===== src/rtl/uart_pkg.sv =====
// Shared types and helpers for the parametrised UART-to-LED receiver.
package uart_pkg;

  typedef enum logic [2:0] {
    ST_IDLE,
    ST_START,
    ST_DATA,
    ST_PAR,
    ST_STOP,
    ST_WAIT_IDLE
  } rx_state_t;

  localparam int PAR_NONE = 0;
  localparam int PAR_EVEN = 1;
  localparam int PAR_ODD  = 2;

  // Clock cycles per 16x oversample tick, truncated.
  function automatic int baud_div(input int clk, input int baud);
    return clk / (baud * 16);
  endfunction

endpackage


===== src/rtl/btn_debounce.sv =====
// Button synchroniser and debouncer: state follows the input once it has been stable.
// Latency: 2 sync cycles + DEBOUNCE_CYC + 1 cycles from a stable input edge.
// Backpressure: none; free-running.
module btn_debounce #(
  parameter int DEBOUNCE_CYC = 1_000_000
) (
  input  logic clk,
  input  logic rst,
  input  logic btn_async,
  output logic btn_state
);

  localparam int CW = $clog2(DEBOUNCE_CYC + 1);

  logic [1:0]    sync_q;
  logic [CW-1:0] cnt_q;
  logic          state_q;

  always_ff @(posedge clk) begin
    if (rst) begin
      sync_q  <= 2'b00;
      cnt_q   <= CW'(DEBOUNCE_CYC);
      state_q <= 1'b0;
    end else begin
      sync_q <= {sync_q[0], btn_async};
      // Any return to the accepted level restarts the stability window.
      if (sync_q[1] == state_q) begin
        cnt_q <= CW'(DEBOUNCE_CYC);
      end else if (cnt_q == '0) begin
        state_q <= sync_q[1];
        cnt_q   <= CW'(DEBOUNCE_CYC);
      end else begin
        cnt_q <= cnt_q - 1'b1;
      end
    end
  end

  assign btn_state = state_q;

endmodule


===== src/rtl/uart_led_param.sv =====
// UART receiver (16x oversampling) that latches error-free frames onto LEDs, button rotates view.
// Latency: display, rx_valid and flags update 1 cycle after the stop-bit sample tick.
// Backpressure: none; frames arriving are always consumed.
module uart_led_param
  import uart_pkg::*;
#(
  parameter int CLK_FREQ     = 100_000_000,
  parameter int BAUD         = 115_200,
  parameter int DATA_BITS    = 8,
  parameter int PARITY       = 0,
  parameter int DEBOUNCE_CYC = 1_000_000
) (
  input  logic                 clk_pin,
  input  logic                 rst_pin,
  input  logic                 btn_pin,
  input  logic                 rxd_pin,
  output logic [DATA_BITS-1:0] led_pins,
  output logic                 rx_valid,
  output logic                 frame_err,
  output logic                 parity_err
);

  localparam int DIV  = baud_div(CLK_FREQ, BAUD);
  localparam int DW   = $clog2(DIV);
  localparam int HALF = DATA_BITS / 2;

  logic [DW-1:0]        div_q;
  logic                 tick;
  logic [1:0]           rxd_sync_q;
  logic                 rxd_s;
  logic                 btn_state;

  rx_state_t            state_q, state_d;
  logic [3:0]           sub_q, sub_d;
  logic [3:0]           bit_q, bit_d;
  logic [DATA_BITS-1:0] shift_q, shift_d;
  logic                 par_mis_q, par_mis_d;
  logic [DATA_BITS-1:0] disp_q, disp_d;
  logic                 valid_q, valid_d;
  logic                 ferr_q, ferr_d;
  logic                 perr_q, perr_d;
  logic                 exp_par;
  logic [DATA_BITS-1:0] rot_w;

  assign tick  = (div_q == DW'(DIV - 1));
  assign rxd_s = rxd_sync_q[1];

  always_ff @(posedge clk_pin) begin
    if (rst_pin) begin
      div_q      <= '0;
      rxd_sync_q <= 2'b11;
    end else begin
      div_q      <= tick ? '0 : div_q + 1'b1;
      rxd_sync_q <= {rxd_sync_q[0], rxd_pin};
    end
  end

  btn_debounce #(
    .DEBOUNCE_CYC(DEBOUNCE_CYC)
  ) u_btn (
    .clk       (clk_pin),
    .rst       (rst_pin),
    .btn_async (btn_pin),
    .btn_state (btn_state)
  );

  assign exp_par = (PARITY == PAR_ODD) ? ~(^shift_q) : ^shift_q;

  always_ff @(posedge clk_pin) begin
    if (rst_pin) begin
      state_q   <= ST_IDLE;
      sub_q     <= '0;
      bit_q     <= '0;
      shift_q   <= '0;
      par_mis_q <= 1'b0;
      disp_q    <= '0;
      valid_q   <= 1'b0;
      ferr_q    <= 1'b0;
      perr_q    <= 1'b0;
    end else begin
      state_q   <= state_d;
      sub_q     <= sub_d;
      bit_q     <= bit_d;
      shift_q   <= shift_d;
      par_mis_q <= par_mis_d;
      disp_q    <= disp_d;
      valid_q   <= valid_d;
      ferr_q    <= ferr_d;
      perr_q    <= perr_d;
    end
  end

  always_comb begin
    state_d   = state_q;
    sub_d     = sub_q;
    bit_d     = bit_q;
    shift_d   = shift_q;
    par_mis_d = par_mis_q;
    disp_d    = disp_q;
    valid_d   = 1'b0;
    ferr_d    = ferr_q;
    perr_d    = perr_q;
    if (tick) begin
      case (state_q)
        ST_IDLE: begin
          if (!rxd_s) begin
            state_d = ST_START;
            sub_d   = '0;
          end
        end
        ST_START: begin
          if (sub_q == 4'd7) begin
            sub_d = '0;
            if (!rxd_s) begin
              state_d   = ST_DATA;
              bit_d     = '0;
              par_mis_d = 1'b0;
            end else begin
              state_d = ST_IDLE;
            end
          end else begin
            sub_d = sub_q + 4'd1;
          end
        end
        ST_DATA: begin
          if (sub_q == 4'd15) begin
            sub_d   = '0;
            shift_d = {rxd_s, shift_q[DATA_BITS-1:1]};
            if (bit_q == 4'(DATA_BITS - 1)) begin
              state_d = (PARITY != PAR_NONE) ? ST_PAR : ST_STOP;
            end else begin
              bit_d = bit_q + 4'd1;
            end
          end else begin
            sub_d = sub_q + 4'd1;
          end
        end
        ST_PAR: begin
          if (sub_q == 4'd15) begin
            sub_d     = '0;
            par_mis_d = (rxd_s != exp_par);
            state_d   = ST_STOP;
          end else begin
            sub_d = sub_q + 4'd1;
          end
        end
        ST_STOP: begin
          if (sub_q == 4'd15) begin
            sub_d = '0;
            if (rxd_s && !par_mis_q) begin
              disp_d  = shift_q;
              valid_d = 1'b1;
              ferr_d  = 1'b0;
              perr_d  = 1'b0;
              state_d = ST_IDLE;
            end else if (rxd_s) begin
              perr_d  = 1'b1;
              state_d = ST_IDLE;
            end else begin
              ferr_d  = 1'b1;
              perr_d  = perr_q | par_mis_q;
              state_d = ST_WAIT_IDLE;
            end
          end else begin
            sub_d = sub_q + 4'd1;
          end
        end
        ST_WAIT_IDLE: begin
          // A break keeps restarting the 16-tick run of idle ones.
          if (!rxd_s) begin
            sub_d = '0;
          end else if (sub_q == 4'd15) begin
            state_d = ST_IDLE;
          end else begin
            sub_d = sub_q + 4'd1;
          end
        end
        default: state_d = ST_IDLE;
      endcase
    end
  end

  assign rot_w      = (disp_q << HALF) | (disp_q >> (DATA_BITS - HALF));
  assign led_pins   = btn_state ? rot_w : disp_q;
  assign rx_valid   = valid_q;
  assign frame_err  = ferr_q;
  assign parity_err = perr_q;

endmodule


===== config.mk =====
export PLATFORM = sky130hd
export DESIGN_NAME = uart_led_param
export DESIGN_NICKNAME = d
export VERILOG_FILES = /design/src/rtl/uart_pkg.sv /design/src/rtl/btn_debounce.sv /design/src/rtl/uart_led_param.sv
export SDC_FILE = /design/constraint.sdc
export NUM_CORES = 1
export LEC_CHECK = 0
export ABC_AREA = 1
export BUFFER_PORTS_ARGS = -buffer_cell sky130_fd_sc_hd__clkbuf_2
export CORE_UTILIZATION = 61
export CTS_BUF_LIST = sky130_fd_sc_hd__clkbuf_4 sky130_fd_sc_hd__clkbuf_8 sky130_fd_sc_hd__clkbuf_16
export DETAILED_ROUTE_END_ITERATION = 6
export PLACE_DENSITY = 0.79
export SLEW_MARGIN = 10
export SYNTH_ARGS = -nofsm -noshare
export SYNTH_HDL_FRONTEND = slang
export SYNTH_SLANG_ARGS = --single-unit
export TNS_END_PERCENT = 100

===== constraint.sdc =====
create_clock -name clk_pin -period 1.75 [get_ports clk_pin]
set_input_delay 0.35 -clock clk_pin [delete_from_list [all_inputs] [get_ports clk_pin]]
set_output_delay 0.35 -clock clk_pin [all_outputs]
set_load 0.05 [all_outputs]

### Word level (Yosys, flattened, before mapping)

Index checks and enable logic that the tools add are counted.

| word-level totals | value |
|---|---|
| logic and storage cells | 100 |
| bits of input ports | 4 |
| output and inout bits | 11 |
| register bits after elaboration | 62 |

| operators by class | value |
|---|---|
| bitwise operators | 6 |
| equality and inequality tests | 23 |
| add/subtract/negate cells | 4 |
| reduce and logical (&&, ||, !) cells | 21 |
| mux-type cells | 32 |

Operators with widths:

| cell | count |
|---|---|
| $mux W4 | 8 |
| $mux W3 | 10 |
| $logic_not A20 Y1 | 1 |
| $ne A2 B2 Y1 const B | 10 |
| $sub A20 B1 Y20 const B | 1 |
| $pmux W3 S6 | 1 |
| $pmux W4 S4 | 1 |
| $reduce_and A4 Y1 | 3 |
| $reduce_and A9 Y1 | 1 |
| $add A4 B1 Y4 const B | 2 |
| $eq A4 B3 Y1 const B | 2 |
| $mux W1 | 8 |
| $mux W8 | 1 |
| $or A8 B4 Y8 | 1 |
| $pmux W4 S2 | 1 |
| $reduce_xor A8 Y1 | 1 |
| $add A6 B1 Y6 const B | 1 |
| $eq A3 B2 Y1 const B | 2 |
| $eq A3 B3 Y1 const B | 2 |
| $eq A6 B6 Y1 const B | 1 |
| $reduce_and A3 Y1 | 2 |
| $reduce_and A6 Y1 | 1 |
| $reduce_or A3 Y1 | 2 |
| $reduce_and A5 Y1 | 1 |
| other kinds (18) | 22 |

### Longest topological paths before layout

Gate-level depths: netlist of the first run.

| logic depth | value |
|---|---|
| word-level depth | 5 |
| mapped depth | 11 |
| gate-level depth less buffers | 11 |

### Hierarchy

A second synthesis of the first run with hierarchy kept.

| second synthesis, totals | value |
|---|---|
| cell total of the unflattened synthesis | 459 |
| area, all modules | 3196.8 um2 |

By module, submodules not included:

| module | area each (um2) | sequential area each (um2) | cells each | instances |
|---|---|---|---|---|
| uart_led_param | 2019.4 | 780.7 | 286 | 1 |
| btn_debounce | 1177.4 | 460.4 | 173 | 1 |

### Worst setup path before layout of the first run

No wires, ideal clock.

| path | value |
|---|---|
| kind | register to output |
| start | register u_btn.state_q, in the netlist u_btn.btn_state |
| end | output led_pins[5] |
| buffers on the path | 2 |
| slack | -331 ps |
| data required time | 1400 ps |
| data arrival time | 1731 ps |
| cell stages (with the launch flop) | 4 |
| path through | dfxtp_1 buf_2 clkbuf_1 o21ai_0 |

| on the way | value |
|---|---|
| word-level cells in the longest chain between the ends | 1 |

RTL lines:

| item | RTL line | source |
|---|---|---|
| start, declared | btn_debounce.sv:17 | `logic state_q;` |
| start signal, assigned | btn_debounce.sv:30 | `state_q <= sync_q[1];` |
| $mux W8 | uart_led_param.sv:184 | `assign led_pins = btn_state ? rot_w : disp_q;` |
| end, declared | uart_led_param.sv:17 | `output logic [DATA_BITS-1:0] led_pins,` |

Every way passes these cells.

### Final worst setup path of the first run

| path | value |
|---|---|
| start | register div_q[1] |
| end | register disp_q[6] |

| on the way | value |
|---|---|
| word-level cells in the longest chain between the ends | 2 |

RTL lines:

| item | RTL line | source |
|---|---|---|
| start, declared | uart_led_param.sv:27 | `logic [DW-1:0] div_q;` |
| start signal, assigned | uart_led_param.sv:53 | `div_q <= tick ? '0 : div_q + 1'b1;` |
| $eq A6 B6 Y1 | uart_led_param.sv:45 | `assign tick = (div_q == DW'(DIV - 1));` |
| $reduce_and A4 Y1 (no line) | -- |  |
| end signal, assigned | uart_led_param.sv:86 | `disp_q <= disp_d;` |
| end, declared | uart_led_param.sv:38 | `logic [DATA_BITS-1:0] disp_q, disp_d;` |

Every way passes these cells.
A chain may end at the register's enable or synchronous reset.

==> results of run 1 <==
## synth_stat cells, types with 4 or more instances
cell type,number
dfxtp_1,62
nor2_2,4
o22ai_1,8
nor3_1,6
a21oi_1,29
nor2_1,67
o21ai_0,26
ha_1,5
nand4_1,6
xnor2_1,6
nand2_1,93
nand3_1,23
nand2_2,8
inv_1,53
xor2_1,9
## worst register-to-register path, delay by kind of cell, from the launching register on
kind	cells	cell delay, ns
buffers and inverters	3	0.31
adder cells (fa/ha/maj)	1	0.13
AO/OA/AOI/OAI	1	0.19
flip-flops	1	0.34
AND/OR/NAND/NOR	4	0.65
## cells in the final DEF, fill, tap and decap left out, drive strengths merged, types with 8 or more instances in the layout
master  count
dfxtp      62
nand2     102
a21oi      30
xor2        9
clkbuf     23
nor2       75
nand3      26
o21ai      30
o22ai       8
inv        57
## report_power, final
| part | total, W | leakage (nW) | switching, W | internal (W) |
|---|---|---|---|---|
| Combinational | 0.000100 | 0.913 | 0.0000642 | 0.0000358 |
| Clock | 0.00126 | 0.102 | 0.000572 | 0.000691 |
| Sequential | 0.00144 | 0.503 | 0.0000145 | 0.00142 |
| Total | 0.00280 | 1.52 | 0.000651 | 0.00215 |
## worst min-delay path by stage
stage	start	to	slack, ns	cells past startpoint
after floorplan	u_btn.sync_q[0]	u_btn.sync_q[1]	0.39	2
after global placement	rxd_sync_q[0]	rxd_sync_q[1]	0.39	1
after detailed placement	rxd_sync_q[0]	rxd_sync_q[1]	0.40	1
after CTS	rxd_pin	rxd_sync_q[0]	0.18	2
after global routing	rxd_pin	rxd_sync_q[0]	0.19	2
final	rxd_pin	rxd_sync_q[0]	0.19	2
## sequential cells by signal, summed over array words and instances, names as in the netlist
| name | count |
|---|---|
| shift_q | 8 |
| u_btn.sync_q | 2 |
| par_mis_q | 1 |
| parity_err | 1 |
| state_q | 3 |
| bit_q | 4 |
| div_q | 6 |
| disp_q | 8 |
| frame_err | 1 |
| sub_q | 4 |
| rx_valid | 1 |
| rxd_sync_q | 2 |
| u_btn.btn_state | 1 |
| u_btn.cnt_q | 20 |
## kinds of logic (layout without fill, tap and decap cells)
group,after synthesis,count (layout),share of synthesized area [%]
compound gates,68,68,11.6
simple gates,223,224,33.6
flops,62,62,40.2
fa+ha+maj,5,5,2.03
buf+inv,65,93,8.34
xor+xnor,15,15,4.25
## repair_timing
action	4_1_cts	5_1_grt
gates resized for setup	1	21
pin swaps	0	5
gates cloned	0	1
endpoints found under the setup margin	8	38
setup buffers	0	3
## area by class of cell
| type | instances | area (sq um) | area share (%) |
|---|---|---|---|
| Sequential cell | 62 | 1250 | 35.3 |
| Tap cell | 67 | 83.8 | 2.38 |
| Clock buffer | 10 | 138 | 3.90 |
| Inverter | 57 | 216 | 6.13 |
| Multi-Input combinational cell | 312 | 1650 | 46.8 |
| Clock inverter | 6 | 61.3 | 1.74 |
| Timing Repair Buffer | 20 | 130 | 3.69 |
## per-stage QoR
| step | std cells | setup TNS [ns] | hold WS [ns] |
|---|---|---|---|
| finish | 534 | 0 | 0.193 |
| global route | 534 | -0.196 | 0.189 |
| CTS | 530 | 0 | 0.185 |
| detailed placement | 514 | 0 | 0.398 |
| global placement | 514 | 0 | 0.392 |
| floorplan | 438 | -1.44 | 0.388 |
## layer usage
layer  GRT usage, %  wire length [um]  vias up
li1               -                 -     1448
met1           30.9              2980     1296
met2           42.9              3070       66
met3           5.39               256       17
met4           11.8               145        0
met5              0                 0        -
==> impl_metrics.json, run 1 <==
{
  "outcome": "finished clean",
  "postSynthAreaPerCell_sq_um": 7.05,
  "cts_buffers": 9,
  "cp-endpoint": "disp_q[6]",
  "vdd_drop_max_v": 0.000528,
  "drtIter0Drc": 168,
  "cp.arrival_ns": 1.96,
  "cp-start-kind": "flop",
  "vias": 2827,
  "fillCellCount": 389,
  "critPathTopFamily": "simple AND/OR/NAND/NOR gates",
  "cts_tree": "done",
  "hold_violations": 0,
  "placed_cell_area_sq_um": 3240,
  "rsz0062_at_grt": "true",
  "leakagePower_nw": 1.52,
  "cp-startpoint": "div_q[1]",
  "clk_latency_ns": 0.34,
  "synth_nets": 447,
  "antenna_found_initial": 0,
  "routabilityCongestion": 0.861,
  "holdBufCountCts": 0,
  "synth-seq-cells": 62,
  "ant_nets": 0,
  "finalSetupViolCount": 0,
  "grt_pass1_wl_um": 10400,
  "utilization_pct": 73.7,
  "design.core.area_sq_um": 4790,
  "worst_pin_slew_ns": 0.462,
  "rows": 25,
  "cts_buffer_depth": 2,
  "r2r-start": "div_q[1]",
  "synth.distinct_cells": 36,
  "ios": 15,
  "dpl.hpwl_um": 4490,
  "syn_to_final_growth_pct": 14.2,
  "grt_overflow": 0,
  "wl_per_cell_um": 12.1,
  "clk_pin_slew_ns": 0.07,
  "postSynth.asyncResetShare_pct": 0,
  "routed_wl_um": 6450,
  "synth_top_area_share_pct": 40.2,
  "port_buffers": 14,
  "vias_per_cell": 5.29,
  "synth_flop_cell": "dfxtp_1",
  "grt_pass1_vias": 2453,
  "max_slew_margin_pct": 69.1,
  "synth_edf_count": 0,
  "stdcell_area_sq_um": 3530,
  "critPathSlowestCell": "dfxtp_1",
  "worstPathCellList": "inv_1 > ha_1 > nand3_1 > nor2_4 > inv_2 > nor3_4 > buf_4 > nand3_4 > o22ai_2",
  "gr-usage-all-layers_pct": 25.4,
  "syn_inst": 438,
  "critical_path_class": "reg2reg",
  "die_y_um": 73.2,
  "n_antenna_cell": 0,
  "r2r_setup_slack_ns": 0.06,
  "drc": 0,
  "min_period_ns": 1.69,
  "slew_violations": 0,
  "grt_max_degree": 20,
  "drv_cap": 0,
  "end_kind": "flop",
  "clock-sinks": 62,
  "crit_cells": 9,
  "crit_required_ns": 2.02,
  "ff2ff_path_depth": 9,
  "hold_path.class": "in2reg",
  "power_density_nw_per_um2": 794,
  "skew_ns": 0.00936,
  "die_area_sq_um": 5350,
  "layout_setup_ws_ns": 0.0565,
  "crit_fanout": 5,
  "drive_above_1_share_pct": 17.8,
  "timing.rr.end": "disp_q[6]",
  "yosysWarnings": 0,
  "finalPower_w": 0.00280,
  "slowest_delay_ns": 0.34,
  "pre_cts_ws_ns": 0.0704,
  "period_share_pct": 96.8,
  "nNetsFinal": 471,
  "fmax_mhz": 590,
  "clock_tree.root_cell": "clkbuf_8",
  "synth_top_area_cell": "dfxtp_1",
  "htree_levels": 3,
  "path_buf_inv": 3,
  "start_util_pct": 64.5,
  "yosys-top-cells-area": "dfxtp_1 40%, nand2_1 11%, nor2_1 8.1%",
  "syn_area_sq_um": 3090,
  "firstDrtPassIters": 5,
  "die_w_um": 73.2,
  "ys_seq_area_share_pct": 40.2
}
No activity file was read; power rests on OpenSTA's default activity.
==> run 2, diff against run 1 <==
--- a/config.mk
+++ b/config.mk
@@ -5,12 +5,12 @@
 export SDC_FILE = /design/constraint.sdc
 export NUM_CORES = 1
 export LEC_CHECK = 0
-export ABC_AREA = 1
 export BUFFER_PORTS_ARGS = -buffer_cell sky130_fd_sc_hd__clkbuf_2
-export CORE_UTILIZATION = 61
+export CORE_UTILIZATION = 54
 export CTS_BUF_LIST = sky130_fd_sc_hd__clkbuf_4 sky130_fd_sc_hd__clkbuf_8 sky130_fd_sc_hd__clkbuf_16
 export DETAILED_ROUTE_END_ITERATION = 6
-export PLACE_DENSITY = 0.79
+export PLACE_DENSITY = 0.74
+export SKIP_LAST_GASP = 1
 export SLEW_MARGIN = 10
 export SYNTH_ARGS = -nofsm -noshare
 export SYNTH_HDL_FRONTEND = slang
==> constraint.sdc (replaced) <==
create_clock -name clk_pin -period 1.4 [get_ports clk_pin]
set_input_delay 0.28 -clock clk_pin [delete_from_list [all_inputs] [get_ports clk_pin]]
set_output_delay 0.28 -clock clk_pin [all_outputs]
set_load 0.05 [all_outputs]
==> impl_metrics.json, run 2 <==
{
  "synth_top_area_share_pct": 42.5,
  "holdCritStartpoint": "rxd_pin",
  "syn_inst": 317,
  "layout_common_cells": "80 x buf_4, 47 x dfxtp_1, 25 x nor2_1",
  "min_period_ns": 2.39,
  "p_sw_w": 0.00105,
  "die_y_um": 75.6,
  "pre_cts_ws_ns": -0.441,
  "synth_flop_cell": "dfxtp_1",
  "seqPwrFrac_pct": 45.4,
  "vias_per_cell": 6.84,
  "tns_ns": -25.22,
  "critPathTopFamily": "simple AND/OR/NAND/NOR gates",
  "vdd_drop_max_v": 0.000851,
  "postSynthAreaPerCell_sq_um": 9.22,
  "end_kind": "flop",
  "synth_edf_count": 0,
  "fmax_mhz": 419,
  "hold_path.class": "in2reg",
  "ff2ff_path_depth": 7,
  "design.core.area_sq_um": 5170,
  "clock-sinks": 62,
  "synth_nets": 326,
  "cts_buffer_depth": 2,
  "nNetsFinal": 434,
  "die_area_sq_um": 5710,
  "yosysWarnings": 0,
  "rows": 26,
  "drv_cap": 0,
  "stdcell_area_sq_um": 4800,
  "postSynth.asyncResetShare_pct": 0,
  "holdBufCountCts": 0,
  "power_density_nw_per_um2": 824,
  "cp.arrival_ns": 2.63,
  "r2r_setup_slack_ns": -0.99,
  "routed_wl_um": 14200,
  "drive_above_1_share_pct": 54.9,
  "syn_to_final_growth_pct": 64.1,
  "synth_top_area_cell": "dfxtp_1",
  "layout_commonest_cell": "buf_4",
  "largestRegisters": "u_btn.cnt_q: 20 flops, disp_q: 8 flops, shift_q: 8 flops",
  "placed_cell_area_sq_um": 3720,
  "wl_per_cell_um": 28.3,
  "synth.distinct_cells": 53,
  "clk_pin_slew_ns": 0.09,
  "cts_tree": "done",
  "vias": 3421,
  "largest_register": "u_btn.cnt_q",
  "n_antenna_cell": 0,
  "crit_fanout": 6,
  "grt_pass1_wl_um": 15200,
  "critical_path_class": "reg2reg",
  "cp-startpoint": "state_q[0]",
  "finalSetupViolCount": 60,
  "start_util_pct": 56.5,
  "hold_violations": 0,
  "synth.most_common_cell": "dfxtp_1",
  "drtIter0Drc": 514,
  "max_slew_margin_pct": 57.5,
  "ys_seq_area_share_pct": 42.5,
  "firstDrtPassIters": 6,
  "p_sw_share_pct": 26.7,
  "yosys-top-cells-area": "dfxtp_1 42%, nor2_1 5.3%, xnor2_1 5.1%",
  "cts_buffers": 9,
  "period_share_pct": 170,
  "htree_levels": 3,
  "rsz0062_at_grt": "true",
  "p_int_w": 0.00290,
  "r2r-start": "state_q[0]",
  "combinationalPowerShare_pct": 6.3,
  "syn_area_sq_um": 2920,
  "path_buf_inv": 2,
  "slew_violations": 0,
  "drc": 0,
  "holdPathStages": 2,
  "layout_setup_ws_ns": -0.986,
  "antenna_found_initial": 0,
  "worstPathCellList": "buf_4 > nor4b_4 > a21oi_2 > or3_4 > buf_4 > o21ai_1 > a21oi_2",
  "dpl.hpwl_um": 4360,
  "ant_nets": 0,
  "die_w_um": 75.6,
  "routabilityCongestion": 0.875,
  "timing.rr.end": "bit_q[3]",
  "worst_pin_slew_ns": 0.634,
  "p_clk_share_pct": 48.2,
  "gr-usage-all-layers_pct": 37.3,
  "largest_register_ffs": 20,
  "slowest_delay_ns": 0.51,
  "grt_max_degree": 22,
  "critPathSlowestCell": "o21ai_1",
  "skew_ns": 0.0224,
  "outcome": "complete, but fails checks",
  "port_buffers": 14,
  "grt_pass1_vias": 2956,
  "ios": 15,
  "synth-seq-cells": 62,
  "leakagePower_nw": 1.90,
  "synthTopCellsByCount": "62 x dfxtp_1, 41 x nor2_1, 17 x xnor2_1, 15 x nand2_1, 14 x xor2_1",
  "crit_required_ns": 1.64,
  "failed_checks": "negative setup slack",
  "grt_overflow": 0,
  "clock_tree.root_cell": "clkbuf_8",
  "clk_latency_ns": 0.38,
  "min_to": "rxd_sync_q[0]",
  "cp-start-kind": "flop"
}
## run 2: routing by layer
layer | wire [um] | track usage (%) | up-vias
met5 | 0 | 0 | -
met4 | 1470 | 26.7 | 0
met3 | 1610 | 12.3 | 161
met2 | 6070 | 61.8 | 349
met1 | 5010 | 40.2 | 1593
li1 | - | - | 1318
## run 2: layout make-up
cell class | instances | area, sq um
inverter | 6 | 22.5
timing repair buffer | 113 | 1050
tap | 70 | 87.6
clock inverter | 7 | 97.6
clock buffer | 9 | 124
sequential | 62 | 1260
multi-input combinational | 233 | 2150
fill | 161 | 375
## run 2: worst reg2reg max path, cell delays in order (launching register included)
cell and delay, ns:
dfxtp_2 0.38, buf_4 0.15, nor4b_4 0.36, a21oi_2 0.10, or3_4 0.45, buf_4 0.17
o21ai_1 0.52, a21oi_2 0.14
## run 2: cell families (layout without fill, tap and decap cells)
| kind of cell | after synthesis | after routing | synth area share (%) |
|---|---|---|---|
| compound gates | 42 | 42 | 9.72 |
| xor+xnor | 32 | 32 | 10.1 |
| fa+ha+maj | 5 | 5 | 2.14 |
| buf+inv | 23 | 135 | 3.64 |
| flops | 62 | 62 | 42.5 |
| mux | 18 | 18 | 6.51 |
| simple gates | 135 | 136 | 25.5 |
## run 2: worst max path at each step
stage               slack, ns  endpoint  depth (start not counted)
finish                  -0.99  bit_q[3]                          7
global route            -0.97  bit_q[3]                          7
CTS                     -0.42  bit_q[2]                          7
detailed placement      -0.44  bit_q[3]                          7
global placement        -0.38  bit_q[3]                          7
floorplan               -0.37  bit_q[2]                          7
## run 2: through the flow
| step | utilization (%) | total power [W] | hold WS, ns | std cells |
|---|---|---|---|---|
| final | 92.7 | 0.00395 | 0.0939 | 500 |
| after detailed placement | 71.9 | 0.00200 | 0.419 | 463 |
| after floorplan | - | 0.00193 | 0.384 | 317 |
| after global placement | 71.9 | 0.00199 | 0.395 | 463 |
| after CTS | 84.6 | 0.00376 | 0.114 | 489 |
| after global routing | 92.7 | 0.00399 | 0.0971 | 500 |
## run 2: repair_timing
item | in CTS | in global routing
buffers inserted | 9 | 12
resized for setup | 72 | 75
gates cloned | 4 | 0
setup endpoints to repair | 60 | 66
pin swaps | 23 | 28
## run 2: power by group through the flow
| stage | combinational, W | sequential, W | clock, W |
|---|---|---|---|
| global route | 0.000258 | 0.00180 | 0.00194 |
| global placement | 0.000159 | 0.00183 | 0 |
| detailed placement | 0.000164 | 0.00183 | 0 |
| CTS | 0.000193 | 0.00179 | 0.00178 |
| floorplan | 0.0000964 | 0.00183 | 0 |
| finish | 0.000249 | 0.00180 | 0.00191 |
==> run 3, diff against run 2 <==
--- a/config.mk
+++ b/config.mk
@@ -10,7 +10,6 @@
 export CTS_BUF_LIST = sky130_fd_sc_hd__clkbuf_4 sky130_fd_sc_hd__clkbuf_8 sky130_fd_sc_hd__clkbuf_16
 export DETAILED_ROUTE_END_ITERATION = 6
 export PLACE_DENSITY = 0.74
-export SKIP_LAST_GASP = 1
 export SLEW_MARGIN = 10
 export SYNTH_ARGS = -nofsm -noshare
 export SYNTH_HDL_FRONTEND = slang
==> impl_metrics.json, run 3 (synthesized netlist as in run 2, its figures left out) <==
{
  "die_w_um": 75.6,
  "die_area_sq_um": 5710,
  "largestRegisters": "u_btn.cnt_q: 20 flops, disp_q: 8 flops, shift_q: 8 flops",
  "worst_pin_slew_ns": 0.511,
  "slew_violations": 0,
  "critical_path_class": "reg2reg",
  "cts_tree": "done",
  "ios": 15,
  "vdd_drop_max_v": 0.000815,
  "tns_ns": -26.02,
  "layout_common_cells": "76 x buf_4, 44 x dfxtp_1, 25 x nor2_1",
  "syn_to_final_growth_pct": 62.3,
  "clk_pin_slew_ns": 0.09,
  "cts_buffer_depth": 2,
  "grt_pass1_wl_um": 14900,
  "hold_violations": 0,
  "utilization_pct": 91.7,
  "routed_wl_um": 13000,
  "die_y_um": 75.6,
  "drive_above_1_share_pct": 56.0,
  "period_share_pct": 146,
  "outcome": "complete, but fails checks",
  "skew_ns": 0.0186,
  "clock-sinks": 62,
  "rsz0062_at_grt": "true",
  "end_kind": "flop",
  "rows": 26,
  "holdBufCountCts": 0,
  "layout_commonest_cell": "buf_4",
  "vias": 3250,
  "drc": 0,
  "antenna_found_initial": 1,
  "design.core.area_sq_um": 5170,
  "crit_fanout": 5,
  "r2r_setup_slack_ns": -0.65,
  "hold_slack_ns": 0.0981,
  "grt_max_degree": 22,
  "htree_levels": 3,
  "worstPathCellList": "buf_4 > nor3b_2 > nand4_1 > nor3b_2 > nor2b_4 > buf_6 > a22o_1",
  "slowest_delay_ns": 0.43,
  "drv_cap": 0,
  "fillCellCount": 171,
  "grt_overflow": 0,
  "largest_register": "u_btn.cnt_q",
  "fmax_mhz": 489,
  "leakagePower_nw": 1.91,
  "finalPower_w": 0.00392,
  "cp.arrival_ns": 2.33,
  "start_util_pct": 56.5,
  "failed_checks": "negative setup slack",
  "ant_nets": 0,
  "layout.area.seq_sq_um": 1270,
  "dpl.hpwl_um": 4360,
  "cp_common_cell": "nor3b_2",
  "largest_register_ffs": 20,
  "layout_setup_ws_ns": -0.646,
  "clk_latency_ns": 0.36,
  "firstDrtPassIters": 5,
  "clock_tree.root_cell": "clkbuf_8",
  "gr-usage-all-layers_pct": 37.0,
  "max_slew_margin_pct": 65.6,
  "pre_cts_ws_ns": -0.441,
  "cp-start-kind": "flop",
  "cts_buffers": 9,
  "power_density_nw_per_um2": 827,
  "grt_pass1_vias": 2893,
  "port_buffers": 14,
  "vias_per_cell": 6.53,
  "hold_path.class": "in2reg",
  "critPathSlowestCell": "dfxtp_2",
  "wl_per_cell_um": 26.1,
  "finalSetupViolCount": 60,
  "min_period_ns": 2.05,
  "crit_required_ns": 1.68,
  "multi_input_area_sq_um": 2120,
  "routabilityCongestion": 0.875,
  "nNetsFinal": 431,
  "drtIter0Drc": 446
}
## run 3: metal layers
layer  track usage [%]  routed length (um)  share of wire [%]
met1              40.2                4740                 36
met2              62.5                6100                 47
met3              11.4                1180                9.1
met4              24.3                 977                7.5
met5                 0                   0                  0
## run 3: repair_timing
item / CTS / global route
resized for setup: 77 / 77
gates cloned: 4 / 0
endpoints found under the setup margin: 60 / 66
pin swaps: 23 / 32
setup buffers: 9 / 11
## run 3: metrics by stage
step	cells	cell area, sq um
3_5_place_dp	463	3720
5_1_grt	497	4740
3_3_place_gp	463	3720
2_1_floorplan	317	3020
4_1_cts	489	4400
6_report	498	4740
## run 3: final cells by class
| cell class | instances | area share, % |
|---|---|---|
| diodes | 1 | 0.0528 |
| clock buffers | 9 | 2.61 |
| well taps | 70 | 1.85 |
| clock inverters | 7 | 2.06 |
| multi-input cells | 233 | 44.7 |
| flip-flops and latches | 62 | 26.7 |
| inverters | 6 | 0.475 |
| repair buffers | 110 | 21.6 |
## run 3: final timing paths
check,to,depth (start not counted),startpoint
setup / recovery,disp_q[4],7,state_q[2]
hold / removal,rxd_sync_q[0],2,rxd_pin
setup reg to reg,disp_q[4],7,state_q[2]
hold reg to reg,rxd_sync_q[1],1,rxd_sync_q[0]
## run 3: worst max-delay path: cells and delay by family, from the launching register on
family,cells,cell delay (ns)
AO/OA/AOI/OAI,1,0.23
buffers and inverters,2,0.33
flip-flops,1,0.43
AND/OR/NAND/NOR,4,0.98
## run 3: report_power, final
group,switching (W),internal (W)
logic,0.000129,0.000103
registers,0.0000182,0.00178
clock network,0.000882,0.00101
total,0.00103,0.00289
